`config.mk`:
```
export PLATFORM = sky130hd
export DESIGN_NAME = alu_issue_ctrl_flat
export DESIGN_NICKNAME = d
export VERILOG_FILES = /design/src/rtl/alu_issue_ctrl_pkg.sv /design/src/rtl/alu_issue_ctrl_if.sv /design/src/rtl/alu_issue_ctrl_decoder.sv /design/src/rtl/alu_issue_ctrl.sv /design/src/flat_wrapper.sv
export SDC_FILE = /design/constraint.sdc
export NUM_CORES = 1
export LEC_CHECK = 0
export BUFFER_PORTS_ARGS = -buffer_cell sky130_fd_sc_hd__buf_2
export CAP_MARGIN = 10
export CORE_MARGIN = 2
export CORE_UTILIZATION = 49
export DETAILED_ROUTE_END_ITERATION = 16
export HOLD_SLACK_MARGIN = 0.03
export PLACE_DENSITY = 0.86
export REMOVE_ABC_BUFFERS = 1
export SLEW_MARGIN = 10
export SYNTH_ARGS = -nofsm -noshare
export SYNTH_HDL_FRONTEND = slang
export SYNTH_SLANG_ARGS = --single-unit
```
`constraint.sdc`:
```
create_clock -name clk -period 5.71 [get_ports clk]
set_input_delay 0.571 -clock clk [delete_from_list [all_inputs] [get_ports clk]]
set_output_delay 0.571 -clock clk [all_outputs]
set_load 0.02 [all_outputs]
```
`src/rtl/alu_issue_ctrl_pkg.sv`:
```
// rtl/alu_issue_ctrl_pkg.sv - shared decode constants, op/state enums and one-hot helper for alu_issue_ctrl
package alu_ctrl_pkg;

  localparam logic [5:0] FUNCT_SLL  = 6'h00;
  localparam logic [5:0] FUNCT_SLA  = 6'h01;
  localparam logic [5:0] FUNCT_SRL  = 6'h02;
  localparam logic [5:0] FUNCT_SRA  = 6'h03;
  localparam logic [5:0] FUNCT_MUL  = 6'h18;
  localparam logic [5:0] FUNCT_DIV  = 6'h1A;
  localparam logic [5:0] FUNCT_ADD  = 6'h20;
  localparam logic [5:0] FUNCT_ADDU = 6'h21;
  localparam logic [5:0] FUNCT_SUB  = 6'h22;
  localparam logic [5:0] FUNCT_SUBU = 6'h23;
  localparam logic [5:0] FUNCT_AND  = 6'h24;
  localparam logic [5:0] FUNCT_OR   = 6'h25;
  localparam logic [5:0] FUNCT_XOR  = 6'h26;
  localparam logic [5:0] FUNCT_NOR  = 6'h27;

  // Encodings double as the strobe bit index, in ALU port order.
  typedef enum logic [3:0] {
    OP_ADD  = 4'd0,
    OP_ADDU = 4'd1,
    OP_SUB  = 4'd2,
    OP_SUBU = 4'd3,
    OP_MUL  = 4'd4,
    OP_DIV  = 4'd5,
    OP_AND  = 4'd6,
    OP_OR   = 4'd7,
    OP_XOR  = 4'd8,
    OP_NOR  = 4'd9,
    OP_SRL  = 4'd10,
    OP_SLL  = 4'd11,
    OP_SRA  = 4'd12,
    OP_SLA  = 4'd13,
    OP_NONE = 4'd15
  } alu_op_e;

  typedef enum logic [1:0] {
    IDLE = 2'd0,
    EXEC = 2'd1,
    DONE = 2'd2
  } state_e;

  // OP_NONE shifts the single bit out of the 14-bit vector, yielding all zeros.
  function automatic logic [13:0] op_onehot(alu_op_e op);
    op_onehot = 14'(1) << op;
  endfunction

endpackage

```
`src/rtl/alu_issue_ctrl_if.sv`:
```
// rtl/alu_issue_ctrl_if.sv - instruction, ALU and result handshake bundle for alu_issue_ctrl
interface alu_issue_ctrl_if #(parameter int DATA_W = 32);

  logic              instr_valid;
  logic              instr_ready;
  logic [31:0]       instr;
  logic [DATA_W-1:0] rs_val;
  logic [DATA_W-1:0] rt_val;

  logic [DATA_W-1:0] alu_a;
  logic [DATA_W-1:0] alu_b;
  logic [DATA_W-1:0] alu_c;
  logic alu_add, alu_addu, alu_sub, alu_subu, alu_mul, alu_div, alu_and;
  logic alu_or, alu_xor, alu_nor, alu_srl, alu_sll, alu_sra, alu_sla;
  logic              alu_enable;
  logic [DATA_W-1:0] alu_result;

  logic              res_valid;
  logic              res_ready;
  logic [DATA_W-1:0] res_data;
  logic [4:0]        res_rd;
  logic              res_illegal;

  modport master (
    input  instr_valid, instr, rs_val, rt_val, alu_result, res_ready,
    output instr_ready, alu_a, alu_b, alu_c, alu_enable,
    output alu_add, alu_addu, alu_sub, alu_subu, alu_mul, alu_div, alu_and,
    output alu_or, alu_xor, alu_nor, alu_srl, alu_sll, alu_sra, alu_sla,
    output res_valid, res_data, res_rd, res_illegal
  );

  modport slave (
    output instr_valid, instr, rs_val, rt_val, alu_result, res_ready,
    input  instr_ready, alu_a, alu_b, alu_c, alu_enable,
    input  alu_add, alu_addu, alu_sub, alu_subu, alu_mul, alu_div, alu_and,
    input  alu_or, alu_xor, alu_nor, alu_srl, alu_sll, alu_sra, alu_sla,
    input  res_valid, res_data, res_rd, res_illegal
  );

endinterface

```
`src/rtl/alu_issue_ctrl_decoder.sv`:
```
// rtl/alu_issue_ctrl_decoder.sv - combinational R-type op/funct to ALU operation decoder
module alu_funct_decoder
  import alu_ctrl_pkg::*;
(
  input  logic [5:0] op,
  input  logic [5:0] funct,
  output alu_op_e    alu_op,
  output logic       illegal
);

  always_comb begin
    alu_op  = OP_NONE;
    illegal = 1'b0;
    if (op != 6'd0) begin
      illegal = 1'b1;
    end else begin
      case (funct)
        FUNCT_ADD:  alu_op = OP_ADD;
        FUNCT_ADDU: alu_op = OP_ADDU;
        FUNCT_SUB:  alu_op = OP_SUB;
        FUNCT_SUBU: alu_op = OP_SUBU;
        FUNCT_MUL:  alu_op = OP_MUL;
        FUNCT_DIV:  alu_op = OP_DIV;
        FUNCT_AND:  alu_op = OP_AND;
        FUNCT_OR:   alu_op = OP_OR;
        FUNCT_XOR:  alu_op = OP_XOR;
        FUNCT_NOR:  alu_op = OP_NOR;
        FUNCT_SRL:  alu_op = OP_SRL;
        FUNCT_SLL:  alu_op = OP_SLL;
        FUNCT_SRA:  alu_op = OP_SRA;
        FUNCT_SLA:  alu_op = OP_SLA;
        default:    illegal = 1'b1;
      endcase
    end
  end

endmodule

```
`src/rtl/alu_issue_ctrl.sv`:
```
// rtl/alu_issue_ctrl.sv - issues one R-type op to the ALU, holds it for its latency, returns the result
module alu_issue_ctrl
  import alu_ctrl_pkg::*;
#(
  parameter int DATA_W  = 32,
  parameter int MUL_LAT = 4,
  parameter int DIV_LAT = 8
)
(
  input  logic clk,
  input  logic rst,
  alu_issue_ctrl_if.master bus
);

  localparam int MAX_LAT = (MUL_LAT > DIV_LAT) ? MUL_LAT : DIV_LAT;
  localparam int CNT_W   = $clog2(MAX_LAT + 1);

  state_e             state, state_d;
  logic [CNT_W-1:0]   cnt;
  logic [CNT_W-1:0]   lat_load;
  logic [13:0]        strobe;
  logic               enable;
  logic [DATA_W-1:0]  a_q, b_q, c_q, res_data_q;
  logic [4:0]         rd_q;
  logic               illegal_q, res_valid_q;
  logic               accept, finish, res_hs;
  alu_op_e            dec_op;
  logic               dec_illegal;
  logic               unused_rs_rt_fields;

  assign unused_rs_rt_fields = ^bus.instr[25:16];

  alu_funct_decoder u_dec (
    .op      (bus.instr[31:26]),
    .funct   (bus.instr[5:0]),
    .alu_op  (dec_op),
    .illegal (dec_illegal)
  );

  always_comb begin
    lat_load = '0;
    if (dec_op == OP_MUL)      lat_load = CNT_W'(MUL_LAT - 1);
    else if (dec_op == OP_DIV) lat_load = CNT_W'(DIV_LAT - 1);
  end

  always_ff @(posedge clk or posedge rst) begin
    if (rst) state <= IDLE;
    else     state <= state_d;
  end

  always_comb begin
    state_d = state;
    accept  = 1'b0;
    finish  = 1'b0;
    res_hs  = 1'b0;
    case (state)
      IDLE: if (bus.instr_valid) begin
        accept  = 1'b1;
        state_d = dec_illegal ? DONE : EXEC;
      end
      EXEC: if (cnt == '0) begin
        finish  = 1'b1;
        state_d = DONE;
      end
      DONE: if (res_valid_q && bus.res_ready) begin
        res_hs  = 1'b1;
        state_d = IDLE;
      end
      default: state_d = IDLE;
    endcase
  end

  // Strobes and enable are flops set on accept and cleared on the capture edge,
  // so they are high exactly while the FSM sits in EXEC.
  always_ff @(posedge clk or posedge rst) begin
    if (rst) begin
      cnt         <= '0;
      strobe      <= '0;
      enable      <= 1'b0;
      a_q         <= '0;
      b_q         <= '0;
      c_q         <= '0;
      res_data_q  <= '0;
      rd_q        <= '0;
      illegal_q   <= 1'b0;
      res_valid_q <= 1'b0;
    end else begin
      if (accept) begin
        a_q        <= bus.rs_val;
        b_q        <= bus.rt_val;
        c_q        <= DATA_W'(bus.instr[10:6]);
        rd_q       <= bus.instr[15:11];
        illegal_q  <= dec_illegal;
        res_data_q <= '0;
        cnt        <= lat_load;
        if (!dec_illegal) begin
          strobe <= op_onehot(dec_op);
          enable <= 1'b1;
        end
      end
      if (state == EXEC && !finish) cnt <= cnt - CNT_W'(1);
      if (finish) begin
        res_data_q <= bus.alu_result;
        strobe     <= '0;
        enable     <= 1'b0;
      end
      res_valid_q <= (state == DONE) && !res_hs;
    end
  end

  assign bus.instr_ready = (state == IDLE) && !rst;
  assign bus.alu_a       = a_q;
  assign bus.alu_b       = b_q;
  assign bus.alu_c       = c_q;
  assign bus.alu_enable  = enable;
  assign bus.alu_add     = strobe[OP_ADD];
  assign bus.alu_addu    = strobe[OP_ADDU];
  assign bus.alu_sub     = strobe[OP_SUB];
  assign bus.alu_subu    = strobe[OP_SUBU];
  assign bus.alu_mul     = strobe[OP_MUL];
  assign bus.alu_div     = strobe[OP_DIV];
  assign bus.alu_and     = strobe[OP_AND];
  assign bus.alu_or      = strobe[OP_OR];
  assign bus.alu_xor     = strobe[OP_XOR];
  assign bus.alu_nor     = strobe[OP_NOR];
  assign bus.alu_srl     = strobe[OP_SRL];
  assign bus.alu_sll     = strobe[OP_SLL];
  assign bus.alu_sra     = strobe[OP_SRA];
  assign bus.alu_sla     = strobe[OP_SLA];
  assign bus.res_valid   = res_valid_q;
  assign bus.res_data    = res_data_q;
  assign bus.res_rd      = rd_q;
  assign bus.res_illegal = illegal_q;

endmodule
```
`src/flat_wrapper.sv`:
```
// flat-port wrapper written by rule: the top's interface ports become plain ports
module alu_issue_ctrl_flat import alu_ctrl_pkg::*;
#(
  parameter int DATA_W  = 32,
  parameter int MUL_LAT = 4,
  parameter int DIV_LAT = 8
)
  (clk, rst, bus_instr_valid, bus_instr, bus_rs_val, bus_rt_val, bus_alu_result, bus_res_ready, bus_instr_ready, bus_alu_a, bus_alu_b, bus_alu_c, bus_alu_enable, bus_alu_add, bus_alu_addu, bus_alu_sub, bus_alu_subu, bus_alu_mul, bus_alu_div, bus_alu_and, bus_alu_or, bus_alu_xor, bus_alu_nor, bus_alu_srl, bus_alu_sll, bus_alu_sra, bus_alu_sla, bus_res_valid, bus_res_data, bus_res_rd, bus_res_illegal);
  alu_issue_ctrl_if #(.DATA_W(DATA_W)) bus_i ();
  input  logic clk;
  input  logic rst;
  input wire logic [$bits(bus_i.instr_valid)-1:0] bus_instr_valid;
  input wire logic [$bits(bus_i.instr)-1:0] bus_instr;
  input wire logic [$bits(bus_i.rs_val)-1:0] bus_rs_val;
  input wire logic [$bits(bus_i.rt_val)-1:0] bus_rt_val;
  input wire logic [$bits(bus_i.alu_result)-1:0] bus_alu_result;
  input wire logic [$bits(bus_i.res_ready)-1:0] bus_res_ready;
  output wire logic [$bits(bus_i.instr_ready)-1:0] bus_instr_ready;
  output wire logic [$bits(bus_i.alu_a)-1:0] bus_alu_a;
  output wire logic [$bits(bus_i.alu_b)-1:0] bus_alu_b;
  output wire logic [$bits(bus_i.alu_c)-1:0] bus_alu_c;
  output wire logic [$bits(bus_i.alu_enable)-1:0] bus_alu_enable;
  output wire logic [$bits(bus_i.alu_add)-1:0] bus_alu_add;
  output wire logic [$bits(bus_i.alu_addu)-1:0] bus_alu_addu;
  output wire logic [$bits(bus_i.alu_sub)-1:0] bus_alu_sub;
  output wire logic [$bits(bus_i.alu_subu)-1:0] bus_alu_subu;
  output wire logic [$bits(bus_i.alu_mul)-1:0] bus_alu_mul;
  output wire logic [$bits(bus_i.alu_div)-1:0] bus_alu_div;
  output wire logic [$bits(bus_i.alu_and)-1:0] bus_alu_and;
  output wire logic [$bits(bus_i.alu_or)-1:0] bus_alu_or;
  output wire logic [$bits(bus_i.alu_xor)-1:0] bus_alu_xor;
  output wire logic [$bits(bus_i.alu_nor)-1:0] bus_alu_nor;
  output wire logic [$bits(bus_i.alu_srl)-1:0] bus_alu_srl;
  output wire logic [$bits(bus_i.alu_sll)-1:0] bus_alu_sll;
  output wire logic [$bits(bus_i.alu_sra)-1:0] bus_alu_sra;
  output wire logic [$bits(bus_i.alu_sla)-1:0] bus_alu_sla;
  output wire logic [$bits(bus_i.res_valid)-1:0] bus_res_valid;
  output wire logic [$bits(bus_i.res_data)-1:0] bus_res_data;
  output wire logic [$bits(bus_i.res_rd)-1:0] bus_res_rd;
  output wire logic [$bits(bus_i.res_illegal)-1:0] bus_res_illegal;
  assign bus_i.instr_valid = bus_instr_valid;
  assign bus_i.instr = bus_instr;
  assign bus_i.rs_val = bus_rs_val;
  assign bus_i.rt_val = bus_rt_val;
  assign bus_i.alu_result = bus_alu_result;
  assign bus_i.res_ready = bus_res_ready;
  assign bus_instr_ready = bus_i.instr_ready;
  assign bus_alu_a = bus_i.alu_a;
  assign bus_alu_b = bus_i.alu_b;
  assign bus_alu_c = bus_i.alu_c;
  assign bus_alu_enable = bus_i.alu_enable;
  assign bus_alu_add = bus_i.alu_add;
  assign bus_alu_addu = bus_i.alu_addu;
  assign bus_alu_sub = bus_i.alu_sub;
  assign bus_alu_subu = bus_i.alu_subu;
  assign bus_alu_mul = bus_i.alu_mul;
  assign bus_alu_div = bus_i.alu_div;
  assign bus_alu_and = bus_i.alu_and;
  assign bus_alu_or = bus_i.alu_or;
  assign bus_alu_xor = bus_i.alu_xor;
  assign bus_alu_nor = bus_i.alu_nor;
  assign bus_alu_srl = bus_i.alu_srl;
  assign bus_alu_sll = bus_i.alu_sll;
  assign bus_alu_sra = bus_i.alu_sra;
  assign bus_alu_sla = bus_i.alu_sla;
  assign bus_res_valid = bus_i.res_valid;
  assign bus_res_data = bus_i.res_data;
  assign bus_res_rd = bus_i.res_rd;
  assign bus_res_illegal = bus_i.res_illegal;
  alu_issue_ctrl #(.DATA_W(DATA_W), .MUL_LAT(MUL_LAT), .DIV_LAT(DIV_LAT)) u_core (.clk(clk), .rst(rst), .bus(bus_i));
endmodule
```
# Word-level counts from Yosys, hierarchy flattened
# Index checks and enable logic that the tools add are counted.
[word_totals]
register_bits = 129
in_bits = 132
word_cells = 77
[classes]
addsub = 1
eq_ne = 21
shifts = 1
n_mux = 27
reduce_logical = 16
[op_table]
columns = ["op", "count"]
rows = [
  ["$mux 32", 2],
  ["$pmux 4 s14", 1],
  ["$eq 6x6->1 const B", 8],
  ["$mux 14", 3],
  ["$mux 4", 4],
  ["$reduce_or 14->1", 1],
  ["$shl 1x4->14 const A", 1],
  ["$eq 6x2->1 const B", 2],
  ["$eq 6x5->1 const B", 2],
  ["$mux 1", 11],
  ["$eq 4x3->1 const B", 2],
  ["$mux 2", 4],
  ["$eq 6x1->1 const B", 1],
  ["$logic_not 6->1", 1],
  ["$ne 2x1->1 const B", 3],
  ["$pmux 2 s3", 1],
  ["$reduce_bool 6->1", 1],
  ["$logic_and 1x1->1", 4],
  ["$logic_not 4->1", 1],
  ["$reduce_bool 2->1", 2],
  ["$sub 4x1->4 const B", 1],
  ["$logic_not 1->1", 3],
  ["$mux 3", 1],
  ["$reduce_and 3->1", 1],
  ["other kinds (5)", 5],
]

# Depth between registers and ports, before layout
[logic_depth]
ltp_word = 8
ltp_mapped = 7
depth_no_buf = 6

# Modules after synthesis
# Synthesis repeated with hierarchy kept, for this count alone.
[unflattened]
cells_unflattened = 610
area_unflattened_um2 = 5531.6
[by_module_without_submodules]
columns = ["mod", "instances", "cells_per_inst", "area_each_um2"]
rows = [
  ["alu_issue_ctrl", 1, 585, 5366.4],
  ["alu_funct_decoder", 1, 25, 165.2],
]

# Worst setup path after synthesis
# No wires, ideal clock.
[synth_timing]
path_kind = "in2reg"
from = "input bus_instr[0]"
to = "register u_core.strobe[4]"
setup_time_ps = 121
arrival_ps = 1785
slack_ps = 3804
stages = 6
cell_sequence = "buf_2 nor4b_4 a22o_2 a21oi_2 buf_4 a22o_1"
[synth_between]
elab_chain_len = 7
elab_cells_between_ends = 25
classes_between = "eq/ne (14); shift (1); mux (7); reduce/logical (3)"
[synth_rtl]
columns = ["item", "line_no", "source"]
rows = [
  ["start: declaration", "flat_wrapper.sv:13", "input wire logic [$bits(bus_i.instr)-1:0] bus_instr;"],
  ["$eq 6x1->1, or another cell as far along", "alu_issue_ctrl_decoder.sv:17", "case (funct)"],
  ["$pmux 4 s14", "alu_issue_ctrl_decoder.sv:17", ""],
  ["$mux 4", "alu_issue_ctrl_decoder.sv:14", "if (op != 6'd0) begin"],
  ["$shl 1x4->14", "alu_issue_ctrl_pkg.sv:46", "op_onehot = 14'(1) << op;"],
  ["$mux 14", "alu_issue_ctrl.sv:96", "if (!dec_illegal) begin"],
  ["$mux 14", "alu_issue_ctrl.sv:88", "if (accept) begin"],
  ["$mux 14", "alu_issue_ctrl.sv:102", "if (finish) begin"],
  ["end signal: assignment", "alu_issue_ctrl.sv:97", "strobe <= op_onehot(dec_op);"],
  ["end: declaration", "alu_issue_ctrl.sv:21", "logic [13:0] strobe;"],
]
# Parallel ways exist; a longest one is shown, timed or not. The select of a mux whose other input is x is not followed.
# A chain may end at the register's enable or synchronous reset.

# Worst setup path in the final report
[layout_timing]
from = "register u_core.state[0]"
to = "register u_core.strobe[0]"
[layout_between]
elab_chain_len = 4
elab_cells_between_ends = 8
classes_between = "eq/ne (2); mux (3); reduce/logical (3)"
[layout_rtl]
columns = ["item", "line_no", "source"]
rows = [
  ["start: declaration", "alu_issue_ctrl.sv:18", "state_e state, state_d;"],
  ["start signal: assignment", "alu_issue_ctrl.sv:48", "else state <= state_d;"],
  ["$eq 2x1->1 or $logic_not 2->1 (tied branches)", "alu_issue_ctrl.sv:56", "case (state)"],
  ["$mux 1", "alu_issue_ctrl.sv:56", ""],
  ["$ne 2x1->1 (no source line) or $reduce_bool 2->1 (tied branches)", "n/a", ""],
  ["$reduce_and 2->1 (no source line)", "n/a", ""],
]
# Parallel ways exist; a longest one is shown, timed or not.

==> results.cfg <==
[yosys]
synthFlopType = dfrtp_1
synth_edf_count = 0
synth_top_area_share_pct = 58.9
ys.warnings.count = 0
ys_top_cells_by_area = dfrtp_1 (59%), nand2_1 (20%), buf_4 (3.8%)
synthesis.area_um2 = 5480
ys_seq_area_share_pct = 58.9
ys_top_cells_by_count = nand2_1 (297), dfrtp_1 (129), nand3_1 (38), buf_4 (28), clkbuf_1 (24)
synthMostInstantiatedCell = nand2_1
yosys.area.top_type = dfrtp_1
synth_area_per_cell_um2 = 8.98
synthArstFlopShare_pct = 100
syn_inst = 611
ys_types = 47
ys_ff_latch = 129

[power_and_ir_drop]
internal_power_w = 0.00218
total_power_w = 0.00351
power_density_nw_per_um2 = 482
power_frac_clock_pct = 30.9
ir_worst_vdd_uv = 355
switching_power_w = 0.00133
p_seq_share_pct = 37.3
p_sw_share_pct = 37.8
power_frac_comb_pct = 31.8
p_leak_nw = 4.27

[setup_path]
end_kind = flip-flop
cpPeakStageDelay_ps = 660
crit_arrival_ps = 2900
path_max_fanout = 80
critPathBufInv = 1
path_delay_family = simple AND/OR/NAND/NOR gates
critical_path.startpoint_type = flip-flop
cp_cell_sequence = nor3b_4 -> buf_4 -> nand3_1 -> nor4_1 -> a22o_1
worstPathRequired_ps = 6130
path_class = flip-flop to flip-flop
cpMaxStageDelayCell = buf_4
r2r_setup_slack_ps = 3230

[route]
drc = 0
drt_pass1_iterations = 4
viasPerCell = 4.88
routed_wl_um = 14200
avgRoutedWirePerCell_um = 14.2
first_iter_violations = 359
dr_total_vias = 4879
postRouteAntennaNets = 0

[clock_network]
cts-root-buf = clkbuf_8
clkLatencyLatePin_ps = 490
postCtsSetupBuffers = 0
cts_tree = built
cts_htree_levels = 4
clockBufferDepth = 2
cts_made_buffers = 17
cts_hold_buf = 0
cts_resized = 0
numClockSinks = 129
clk_pin_slew_ps = 60

[worst_hold_path]
hp-class = input port to flip-flop

[timing]
finalHoldViolations = 0
rsz0062_at_grt = false
finalMaxSlewViolations = 0
skew_ps = 8.63
fin_crit_ps = 2480
slew-limit-headroom_pct = 24.1
whs_ps = 260
finalSetupTns_ps = 0
setup_violations = 0
max_freq_mhz = 403
tightest_slew_ps = 1140
fin_crit_sh_pct = 43.4

[floorplanning]
start_util_pct = 50.4
die_area_um2 = 12100
io_pins = 283
die_w_um = 110
num_rows = 38
chipHeight_um = 110
core_um2 = 10900

[global_route]
grt_pass1_wl_um = 21700
antenna_found_initial = 1
grtUsageMet1_pct = 30.1
grt_pass1_vias = 4475
grt_util_all_layers_pct = 23.4
use_met2_pct = 38.2
grt-busiest-layer = met2
grt_max_degree = 107
grtUsageMet3_pct = 6.40
grt-ovfl-total = 0

[placed_design]
gp_congestion = 0.885
hpwl_um = 9810
dp_cells = 967
port_buffers = 245

[finish]
syn2layout_area_growth_pct = 32.8
fill_cells = 849
fin_cells = 999
nNetsFinal = 979
drive_gt1_share_pct = 33.9

[run]
max_cap_violations = 0

[outcome]
status = finished, final reports clean
-- worst min-delay path, stage by stage --
cell and delay, ps:
buf_2 70, nand2_1 40, nand2_1 40
-- cell usage in the layout (no fill, tap or decap), types with 8 or more instances in the layout --
cell type | synthesis | routed
dfrtp_1 | 129 | 129
nor2_1 | 8 | 8
nand2_1 | 297 | 296
a22o_1 | 10 | 10
nand3_1 | 38 | 38
buf_2 | 7 | 245
conb_1 | 1 | 27
clkbuf_16 | 0 | 16
-- through the flow --
step	setup slack [ps]	util, %	area, um^2
floorplan	1700	-	5250
global placement	3060	61.4	6690
detailed placement	3030	61.4	6690
CTS	3240	66.8	7280
global route	3090	66.8	7280
finish	3230	66.9	7280
-- metal layers --
metal	vias up	wire, um
met5	-	0
li1	2383	-
met3	28	1050
met1	2246	5890
met4	0	337
met2	222	6880
-- layout make-up --
class                           count  area (um^2)  area share, %
Antenna cell                        1         2.50         0.0344
Clock buffer                       17          414           5.69
Clock inverter                     14          176           2.42
Inverter                            6         25.0          0.344
Multi-Input combinational cell    443         2000           27.5
Sequential cell                   129         3230           44.3
Tap cell                          140          175           2.41
Timing Repair Buffer              249         1260           17.3
-- state kept, by name, summed over array words and instances, names as in the netlist --
register / flops
u_core.bus.alu_a: 32
u_core.bus.res_rd: 5
u_core.bus.res_valid: 1
u_core.bus.res_data: 32
u_core.bus.alu_enable: 1
u_core.bus.res_illegal: 1
u_core.cnt: 4
u_core.strobe: 14
u_core.bus.alu_c: 5
u_core.state: 2
u_core.bus.alu_b: 32
-- final timing paths --
path,start,endpoint,depth (start not counted)
setup / recovery,u_core.state[0],u_core.strobe[0],5
hold / removal,bus_rt_val[9],u_core.bus.alu_b[9],3
setup reg to reg,u_core.state[0],u_core.strobe[0],5
hold reg to reg,u_core.bus.alu_b[19],u_core.bus.alu_b[19],2
max in group asynchronous,rst,u_core.bus.alu_a[4],3
min in group asynchronous,rst,u_core.bus.res_data[16],2
-- power groups by stage --
stage	clock (W)	sequential, W	combinational (W)
final	0.00109	0.00131	0.00112
after global routing	0.00115	0.00134	0.00122
after CTS	0.00110	0.00131	0.00113
after detailed placement	0	0.00132	0.00112
after global placement	0	0.00131	0.00110
after floorplan	0	0.00164	0.000359
-- cell families after synthesis --
kind of cell	count (synthesis)	share of synthesized area [%]
multiplexers	1	0.205
AND/OR/NAND/NOR	375	28.6
buffers and inverters	65	6.53
other	1	0.0684
flip-flops	129	58.9
AO/OA/AOI/OAI	38	5.32
adder cells (fa/ha/maj)	1	0.228
XOR/XNOR	1	0.160
No activity file was read; power rests on OpenSTA's default activity.
